==> src/rtl/regfile_multiport_if.sv <==
// Register file access bundle: write port, two read selects, context ops and read-back.
interface regfile_multiport_if #(
   parameter int DATA_WIDTH = 8,
   parameter int ADDR_WIDTH = 2
);
   logic                  run;
   logic                  wr_en;
   logic [ADDR_WIDTH-1:0] wr_addr;
   logic [DATA_WIDTH-1:0] wr_data;
   logic [ADDR_WIDTH-1:0] rd_addr_a;
   logic [ADDR_WIDTH-1:0] rd_addr_b;
   logic                  clear;
   logic                  snap_save;
   logic                  snap_restore;
   logic [DATA_WIDTH-1:0] rd_data_a;
   logic [DATA_WIDTH-1:0] rd_data_b;
   logic                  rd_valid;
   logic                  snap_valid;

   modport master (
      output run, wr_en, wr_addr, wr_data,
      output rd_addr_a, rd_addr_b,
      output clear, snap_save, snap_restore,
      input  rd_data_a, rd_data_b,
      input  rd_valid, snap_valid
   );

   modport slave (
      input  run, wr_en, wr_addr, wr_data,
      input  rd_addr_a, rd_addr_b,
      input  clear, snap_save, snap_restore,
      output rd_data_a, rd_data_b,
      output rd_valid, snap_valid
   );
endinterface

==> src/rtl/regfile_multiport.sv <==
// Multiport register file: two registered read ports, one write port,
// optional write-first bypass and a single-cycle shadow save/restore.
module regfile_multiport #(
   parameter int DATA_WIDTH = 8,
   parameter int NUM_REGS   = 4,
   parameter int ADDR_WIDTH = (NUM_REGS > 1) ? $clog2(NUM_REGS) : 1,
   parameter bit BYPASS     = 1'b1,
   parameter logic [DATA_WIDTH-1:0] RESET_VALUE = '0
) (
   input logic                clock,
   input logic                reset_n,
   regfile_multiport_if.slave bus
);
   typedef logic [DATA_WIDTH-1:0] word_t;

   word_t mem_q [NUM_REGS];
   word_t mem_d [NUM_REGS];
   word_t shd_q [NUM_REGS];
   word_t shd_d [NUM_REGS];
   word_t rd_a_q, rd_a_d;
   word_t rd_b_q, rd_b_d;
   logic  rd_valid_q, rd_valid_d;
   logic  snap_valid_q, snap_valid_d;

   always_comb begin
      mem_d        = mem_q;
      shd_d        = shd_q;
      rd_a_d       = rd_a_q;
      rd_b_d       = rd_b_q;
      rd_valid_d   = 1'b0;
      snap_valid_d = snap_valid_q;
      if (bus.run) begin
         for (int i = 0; i < NUM_REGS; i++) begin
            if (bus.clear) begin
               mem_d[i] = '0;
            end else if (bus.snap_restore) begin
               mem_d[i] = shd_q[i];
            end else if (bus.wr_en &&
                         bus.wr_addr == ADDR_WIDTH'(i)) begin
               mem_d[i] = bus.wr_data;
            end
         end
         // Save always captures the pre-edge file, so save+restore swaps.
         if (bus.snap_save) begin
            shd_d        = mem_q;
            snap_valid_d = 1'b1;
         end
         rd_a_d = '0;
         rd_b_d = '0;
         for (int i = 0; i < NUM_REGS; i++) begin
            if (bus.rd_addr_a == ADDR_WIDTH'(i)) begin
               rd_a_d = BYPASS ? mem_d[i] : mem_q[i];
            end
            if (bus.rd_addr_b == ADDR_WIDTH'(i)) begin
               rd_b_d = BYPASS ? mem_d[i] : mem_q[i];
            end
         end
         rd_valid_d = 1'b1;
      end
   end

   always_ff @(posedge clock or negedge reset_n) begin
      if (!reset_n) begin
         for (int i = 0; i < NUM_REGS; i++) begin
            mem_q[i] <= RESET_VALUE;
            shd_q[i] <= RESET_VALUE;
         end
         rd_a_q       <= '0;
         rd_b_q       <= '0;
         rd_valid_q   <= 1'b0;
         snap_valid_q <= 1'b0;
      end else begin
         mem_q        <= mem_d;
         shd_q        <= shd_d;
         rd_a_q       <= rd_a_d;
         rd_b_q       <= rd_b_d;
         rd_valid_q   <= rd_valid_d;
         snap_valid_q <= snap_valid_d;
      end
   end

   assign bus.rd_data_a  = rd_a_q;
   assign bus.rd_data_b  = rd_b_q;
   assign bus.rd_valid   = rd_valid_q;
   assign bus.snap_valid = snap_valid_q;
endmodule

==> src/flat_wrapper.sv <==
// flat-port wrapper written by rule: the top's interface ports become plain ports
module regfile_multiport_flat 
#(
   parameter int DATA_WIDTH = 8,
   parameter int NUM_REGS   = 4,
   parameter int ADDR_WIDTH = (NUM_REGS > 1) ? $clog2(NUM_REGS) : 1,
   parameter bit BYPASS     = 1'b1,
   parameter logic [DATA_WIDTH-1:0] RESET_VALUE = '0
)
  (clock, reset_n, bus_run, bus_wr_en, bus_wr_addr, bus_wr_data, bus_rd_addr_a, bus_rd_addr_b, bus_clear, bus_snap_save, bus_snap_restore, bus_rd_data_a, bus_rd_data_b, bus_rd_valid, bus_snap_valid);
  regfile_multiport_if #(.DATA_WIDTH(DATA_WIDTH), .ADDR_WIDTH(ADDR_WIDTH)) bus_i ();
  input logic clock;
  input logic reset_n;
  input wire logic [$bits(bus_i.run)-1:0] bus_run;
  input wire logic [$bits(bus_i.wr_en)-1:0] bus_wr_en;
  input wire logic [$bits(bus_i.wr_addr)-1:0] bus_wr_addr;
  input wire logic [$bits(bus_i.wr_data)-1:0] bus_wr_data;
  input wire logic [$bits(bus_i.rd_addr_a)-1:0] bus_rd_addr_a;
  input wire logic [$bits(bus_i.rd_addr_b)-1:0] bus_rd_addr_b;
  input wire logic [$bits(bus_i.clear)-1:0] bus_clear;
  input wire logic [$bits(bus_i.snap_save)-1:0] bus_snap_save;
  input wire logic [$bits(bus_i.snap_restore)-1:0] bus_snap_restore;
  output wire logic [$bits(bus_i.rd_data_a)-1:0] bus_rd_data_a;
  output wire logic [$bits(bus_i.rd_data_b)-1:0] bus_rd_data_b;
  output wire logic [$bits(bus_i.rd_valid)-1:0] bus_rd_valid;
  output wire logic [$bits(bus_i.snap_valid)-1:0] bus_snap_valid;
  assign bus_i.run = bus_run;
  assign bus_i.wr_en = bus_wr_en;
  assign bus_i.wr_addr = bus_wr_addr;
  assign bus_i.wr_data = bus_wr_data;
  assign bus_i.rd_addr_a = bus_rd_addr_a;
  assign bus_i.rd_addr_b = bus_rd_addr_b;
  assign bus_i.clear = bus_clear;
  assign bus_i.snap_save = bus_snap_save;
  assign bus_i.snap_restore = bus_snap_restore;
  assign bus_rd_data_a = bus_i.rd_data_a;
  assign bus_rd_data_b = bus_i.rd_data_b;
  assign bus_rd_valid = bus_i.rd_valid;
  assign bus_snap_valid = bus_i.snap_valid;
  regfile_multiport #(.DATA_WIDTH(DATA_WIDTH), .NUM_REGS(NUM_REGS), .ADDR_WIDTH(ADDR_WIDTH), .BYPASS(BYPASS), .RESET_VALUE(RESET_VALUE)) u_core (.clock(clock), .reset_n(reset_n), .bus(bus_i));
endmodule
==> config.mk <==
export PLATFORM = sky130hd
export DESIGN_NAME = regfile_multiport_flat
export DESIGN_NICKNAME = d
export VERILOG_FILES = /design/src/rtl/regfile_multiport_if.sv /design/src/rtl/regfile_multiport.sv /design/src/flat_wrapper.sv
export SDC_FILE = /design/constraint.sdc
export NUM_CORES = 1
export LEC_CHECK = 0
export BUFFER_PORTS_ARGS = -buffer_cell sky130_fd_sc_hd__buf_2
export CAP_MARGIN = 40
export CORE_ASPECT_RATIO = 0.7
export CORE_MARGIN = 8
export CORE_UTILIZATION = 40
export CTS_CLUSTER_DIAMETER = 80
export DETAILED_ROUTE_END_ITERATION = 8
export PLACE_DENSITY = 0.58
export SKIP_CTS_REPAIR_TIMING = 1
export SLEW_MARGIN = 0
export SYNTH_ARGS = -nofsm -noshare
export SYNTH_HDL_FRONTEND = slang
export SYNTH_SLANG_ARGS = --single-unit
==> constraint.sdc <==
create_clock -name clock -period 3.16 [get_ports clock]
set_input_delay 0.316 -clock clock [delete_from_list [all_inputs] [get_ports clock]]
set_output_delay 0.316 -clock clock [all_outputs]
set_load 0.02 [all_outputs]
==> flow_metrics.env <==
export IMPL_tritoncts_sink_count=82
export IMPL_row_count=31
export IMPL_die_area_mm2=0.0144
export IMPL_clock_tree_buffer_depth=2
export IMPL_dr_total_vias=3752
export IMPL_post_synth_num_cell_types=46
export IMPL_globalRouteOverflowTotal=0
export IMPL_cp_start_kind="input pin"
export IMPL_skew_ps=5.44
export IMPL_drive_gt1_share_pct=20.4
export IMPL_dr_pass1_iters=6
export IMPL_synthArstFlopShare_pct=100
export IMPL_hold_path_class="input pin to flop"
export IMPL_vdd_ir_drop_max_mv=0.258
export IMPL_route_antenna_remaining_nets=0
export IMPL_synth_cells=463
export IMPL_max_freq_mhz=535
export IMPL_timing_critical_path_required_ps=3420
export IMPL_grt_first_pass_wirelength_mm=19.9
export IMPL_netlist_top_cell_by_area="sky130_fd_sc_hd__dfrtp_1"
export IMPL_timing_critical_path_to_type="flop"
export IMPL_critPathKind="input pin to flop"
export IMPL_ys_dominant_reg_cell="sky130_fd_sc_hd__dfrtp_1"
export IMPL_timing_worst_slew_pin_value_ps=762
export IMPL_via_per_inst=5.97
export IMPL_yosysSeqAreaShare_pct=47.6
export IMPL_maxSlewViolCount=0
export IMPL_track_usage_pct=17.9
export IMPL_worst_ep_arrival_ps=2130
export IMPL_wl_per_cell_um=19.8
export IMPL_cts_clk_slew_worst_paths_ps=60
export IMPL_num_io_pins=39
export IMPL_pre_cts_ws_ps=984
export IMPL_initial_utilization_pct=41.3
export IMPL_run_status="complete, no violations"
export IMPL_gp_congestion=0.848
export IMPL_p_per_area_mw_per_mm2=562
export IMPL_tritoncts="done"
export IMPL_clock_insertion_delay_worst_skew_ps=340
export IMPL_port_buffers=38
export IMPL_place_detailed_instances=612
export IMPL_synthTopCellsByArea="sky130_fd_sc_hd__dfrtp_1, sky130_fd_sc_hd__mux2_2, sky130_fd_sc_hd__nor2_1, sky130_fd_sc_hd__nand2_1, sky130_fd_sc_hd__o21ai_0"
export IMPL_dieWidth_um=140
export IMPL_synth_edf_count=0
export IMPL_layout_setup_ws_ps=1290
export IMPL_area_delta_synth_final_pct=14.7
export IMPL_post_synth_cell_area_avg_um2=9.32
export IMPL_core_area_mm2=0.0104
export IMPL_synthesis_yosys_warnings=0
export IMPL_antenna_found_initial=0
export IMPL_via_count_of_the_first_global_routing_pass=3736
export IMPL_timing_max_cap_violations=0
export IMPL_hpwl_mm=8.48
export IMPL_maximum_number_of_pins_on_one_net_before_global_route_repair=56
export IMPL_setup_viol_count_final=0
export IMPL_grt_setup_unrepaired="no"
export IMPL_p_leak_nw=2.23
export IMPL_cts_made_buffers=9
export IMPL_setup_tns_ps=0
export IMPL_chipHeight_um=103
export IMPL_min_period_ps=1870
export IMPL_synth_top_cell_area_share_pct=47.6
export IMPL_max_slew_margin_rel_pct=49.2
export IMPL_mapped_nets=484
export IMPL_layout_nets=513
export IMPL_drtIter0Drc=322
export IMPL_h_tree_depth=3
export IMPL_timing_final_hold_violations=0
export IMPL_ys_seq_elements=82
export IMPL_largest_fanout_on_the_critical_path=15
export IMPL_diodes=0
export IMPL_totalWireLength_mm=12.4
export IMPL_synthesis_area_mm2=0.00431
export IMPL_layout_cells_non_filler=628
export IMPL_fin_crit_sh_pct=59.1
export IMPL_reg2reg_slack_ps=1800
export IMPL_clk_root_buffer_cell="sky130_fd_sc_hd__clkbuf_16"
export IMPL_remaining_drc_errors=0
==> cells in the mapped netlist (2+ instances only) <==
| library cell | instances |
|---|---|
| sky130_fd_sc_hd__and3_1 | 2 |
| sky130_fd_sc_hd__nand3_1 | 5 |
| sky130_fd_sc_hd__o21ai_0 | 33 |
| sky130_fd_sc_hd__clkbuf_1 | 19 |
| sky130_fd_sc_hd__a31oi_1 | 6 |
| sky130_fd_sc_hd__inv_1 | 28 |
| sky130_fd_sc_hd__nor2_2 | 3 |
| sky130_fd_sc_hd__a22o_1 | 5 |
| sky130_fd_sc_hd__nand2b_1 | 3 |
| sky130_fd_sc_hd__buf_1 | 6 |
| sky130_fd_sc_hd__nor2b_1 | 4 |
| sky130_fd_sc_hd__nand3b_1 | 6 |
| sky130_fd_sc_hd__o41ai_1 | 2 |
| sky130_fd_sc_hd__and4b_1 | 3 |
| sky130_fd_sc_hd__a211oi_1 | 5 |
| sky130_fd_sc_hd__a22oi_1 | 10 |
| sky130_fd_sc_hd__mux2_4 | 6 |
| sky130_fd_sc_hd__a32oi_1 | 3 |
| sky130_fd_sc_hd__a21oi_1 | 16 |
| sky130_fd_sc_hd__o32ai_1 | 12 |
| sky130_fd_sc_hd__a221oi_1 | 14 |
| sky130_fd_sc_hd__mux2_2 | 26 |
| sky130_fd_sc_hd__dfrtp_1 | 82 |
| sky130_fd_sc_hd__nor2_1 | 58 |
| sky130_fd_sc_hd__o22ai_1 | 6 |
| sky130_fd_sc_hd__buf_2 | 5 |
| sky130_fd_sc_hd__nor3_1 | 24 |
| sky130_fd_sc_hd__nand2_1 | 45 |
| sky130_fd_sc_hd__mux2i_1 | 5 |
| sky130_fd_sc_hd__o21ai_1 | 4 |
| sky130_fd_sc_hd__a2111o_1 | 2 |
==> cell families after synthesis <==
group | count (synthesis) | synth area share (%)
AOI/OAI and AO/OA | 124 | 19.7
buffers and inverters | 61 | 5.71
DFF | 82 | 47.6
and+or+nand+nor | 159 | 17.0
muxes | 37 | 10.0
==> sequential cells by signal, summed over array words and instances, names as in the netlist <==
signal,count
u_core.bus.rd_data_a,8
u_core.bus.snap_valid,1
u_core.mem_q,32
u_core.shd_q,32
u_core.bus.rd_data_b,8
u_core.bus.rd_valid,1
==> metrics by stage <==
stage | area, um^2 | hold WS, ps | utilization (%) | total power [mW]
finish | 4950 | 365 | 47.4 | 2.78
global route | 4950 | 370 | 47.4 | 2.92
CTS | 4940 | -98.0 | 47.3 | 2.80
detailed placement | 4650 | 265 | 44.6 | 1.77
global placement | 4600 | 445 | 44.1 | 1.75
floorplan | 4310 | 20.4 | - | 1.59
==> worst paths after layout <==
check                                 startpoint                      end  cells after the start
setup / recovery                  bus_wr_addr[1]  u_core.bus.rd_data_b[0]                      6
hold reg to reg            u_core.bus.snap_valid    u_core.bus.snap_valid                      1
setup reg to reg                u_core.shd_q[16]  u_core.bus.rd_data_b[0]                      4
min in group asynchronous                reset_n         u_core.shd_q[20]                      2
hold / removal                           bus_run  u_core.bus.rd_data_b[6]                      2
max in group asynchronous                reset_n          u_core.shd_q[1]                      3
==> cells in the final DEF (no fill, tap or decap), types with 2 or more instances in the layout <==
| cell | netlist | routed |
|---|---|---|
| sky130_fd_sc_hd__nand3b_1 | 6 | 6 |
| sky130_fd_sc_hd__nand2b_1 | 3 | 3 |
| sky130_fd_sc_hd__a32oi_1 | 3 | 3 |
| sky130_fd_sc_hd__clkbuf_1 | 19 | 2 |
| sky130_fd_sc_hd__o21ai_1 | 4 | 4 |
| sky130_fd_sc_hd__nand3_1 | 5 | 5 |
| sky130_fd_sc_hd__buf_2 | 5 | 37 |
| sky130_fd_sc_hd__and3_1 | 2 | 2 |
| sky130_fd_sc_hd__nand2_1 | 45 | 44 |
| sky130_fd_sc_hd__a221oi_1 | 14 | 14 |
| sky130_fd_sc_hd__nor2_1 | 58 | 58 |
| sky130_fd_sc_hd__clkbuf_16 | 0 | 9 |
| sky130_fd_sc_hd__and4b_1 | 3 | 3 |
| sky130_fd_sc_hd__o22ai_1 | 6 | 6 |
| sky130_fd_sc_hd__o32ai_1 | 12 | 12 |
| sky130_fd_sc_hd__mux2_4 | 6 | 6 |
| sky130_fd_sc_hd__a22oi_1 | 10 | 10 |
| sky130_fd_sc_hd__a22o_1 | 5 | 5 |
| sky130_fd_sc_hd__dfrtp_1 | 82 | 82 |
| sky130_fd_sc_hd__o21ai_0 | 33 | 33 |
| sky130_fd_sc_hd__nor2b_1 | 4 | 4 |
| sky130_fd_sc_hd__o41ai_1 | 2 | 2 |
| sky130_fd_sc_hd__a211oi_1 | 5 | 5 |
| sky130_fd_sc_hd__inv_1 | 28 | 28 |
| sky130_fd_sc_hd__mux2_2 | 26 | 26 |
| sky130_fd_sc_hd__clkinv_2 | 0 | 2 |
| sky130_fd_sc_hd__a21oi_1 | 16 | 16 |
| sky130_fd_sc_hd__a31oi_1 | 6 | 6 |
| sky130_fd_sc_hd__buf_4 | 1 | 10 |
| sky130_fd_sc_hd__nor3_1 | 24 | 24 |
| sky130_fd_sc_hd__a2111o_1 | 2 | 2 |
| sky130_fd_sc_hd__mux2i_1 | 5 | 5 |
| sky130_fd_sc_hd__nor2_2 | 3 | 3 |
==> cell type report <==
cell class,instances,area [um^2]
fill,981,5490
tap,132,165
clock buffer,12,246
timing repair buffer,50,318
multi-input combinational,320,2020
inverter,29,109
sequential,82,2050
clock inverter,3,40.0
==> where the power goes <==
part	switching [mW]	internal [mW]	total [mW]
Combinational	0.313	0.196	0.508
Sequential	0.0731	1.17	1.24
Clock	0.405	0.627	1.03
==> critical path: stages <==
cell and delay (ps):
sky130_fd_sc_hd__buf_2 150, sky130_fd_sc_hd__and3b_1 720, sky130_fd_sc_hd__nor3_1 90, sky130_fd_sc_hd__a221oi_1 480, sky130_fd_sc_hd__a22oi_1 150, sky130_fd_sc_hd__a31oi_1 220
==> metal layers <==
metal | wire length, um | global-route usage, % | vias to the layer above
met2 | 5220 | 26.7 | 175
li1 | - | - | 1727
met4 | 257 | 7.06 | 0
met5 | 0 | 0 | -
met1 | 5960 | 24.5 | 1821
met3 | 989 | 4.39 | 29
No activity file was read; power rests on OpenSTA's default activity.
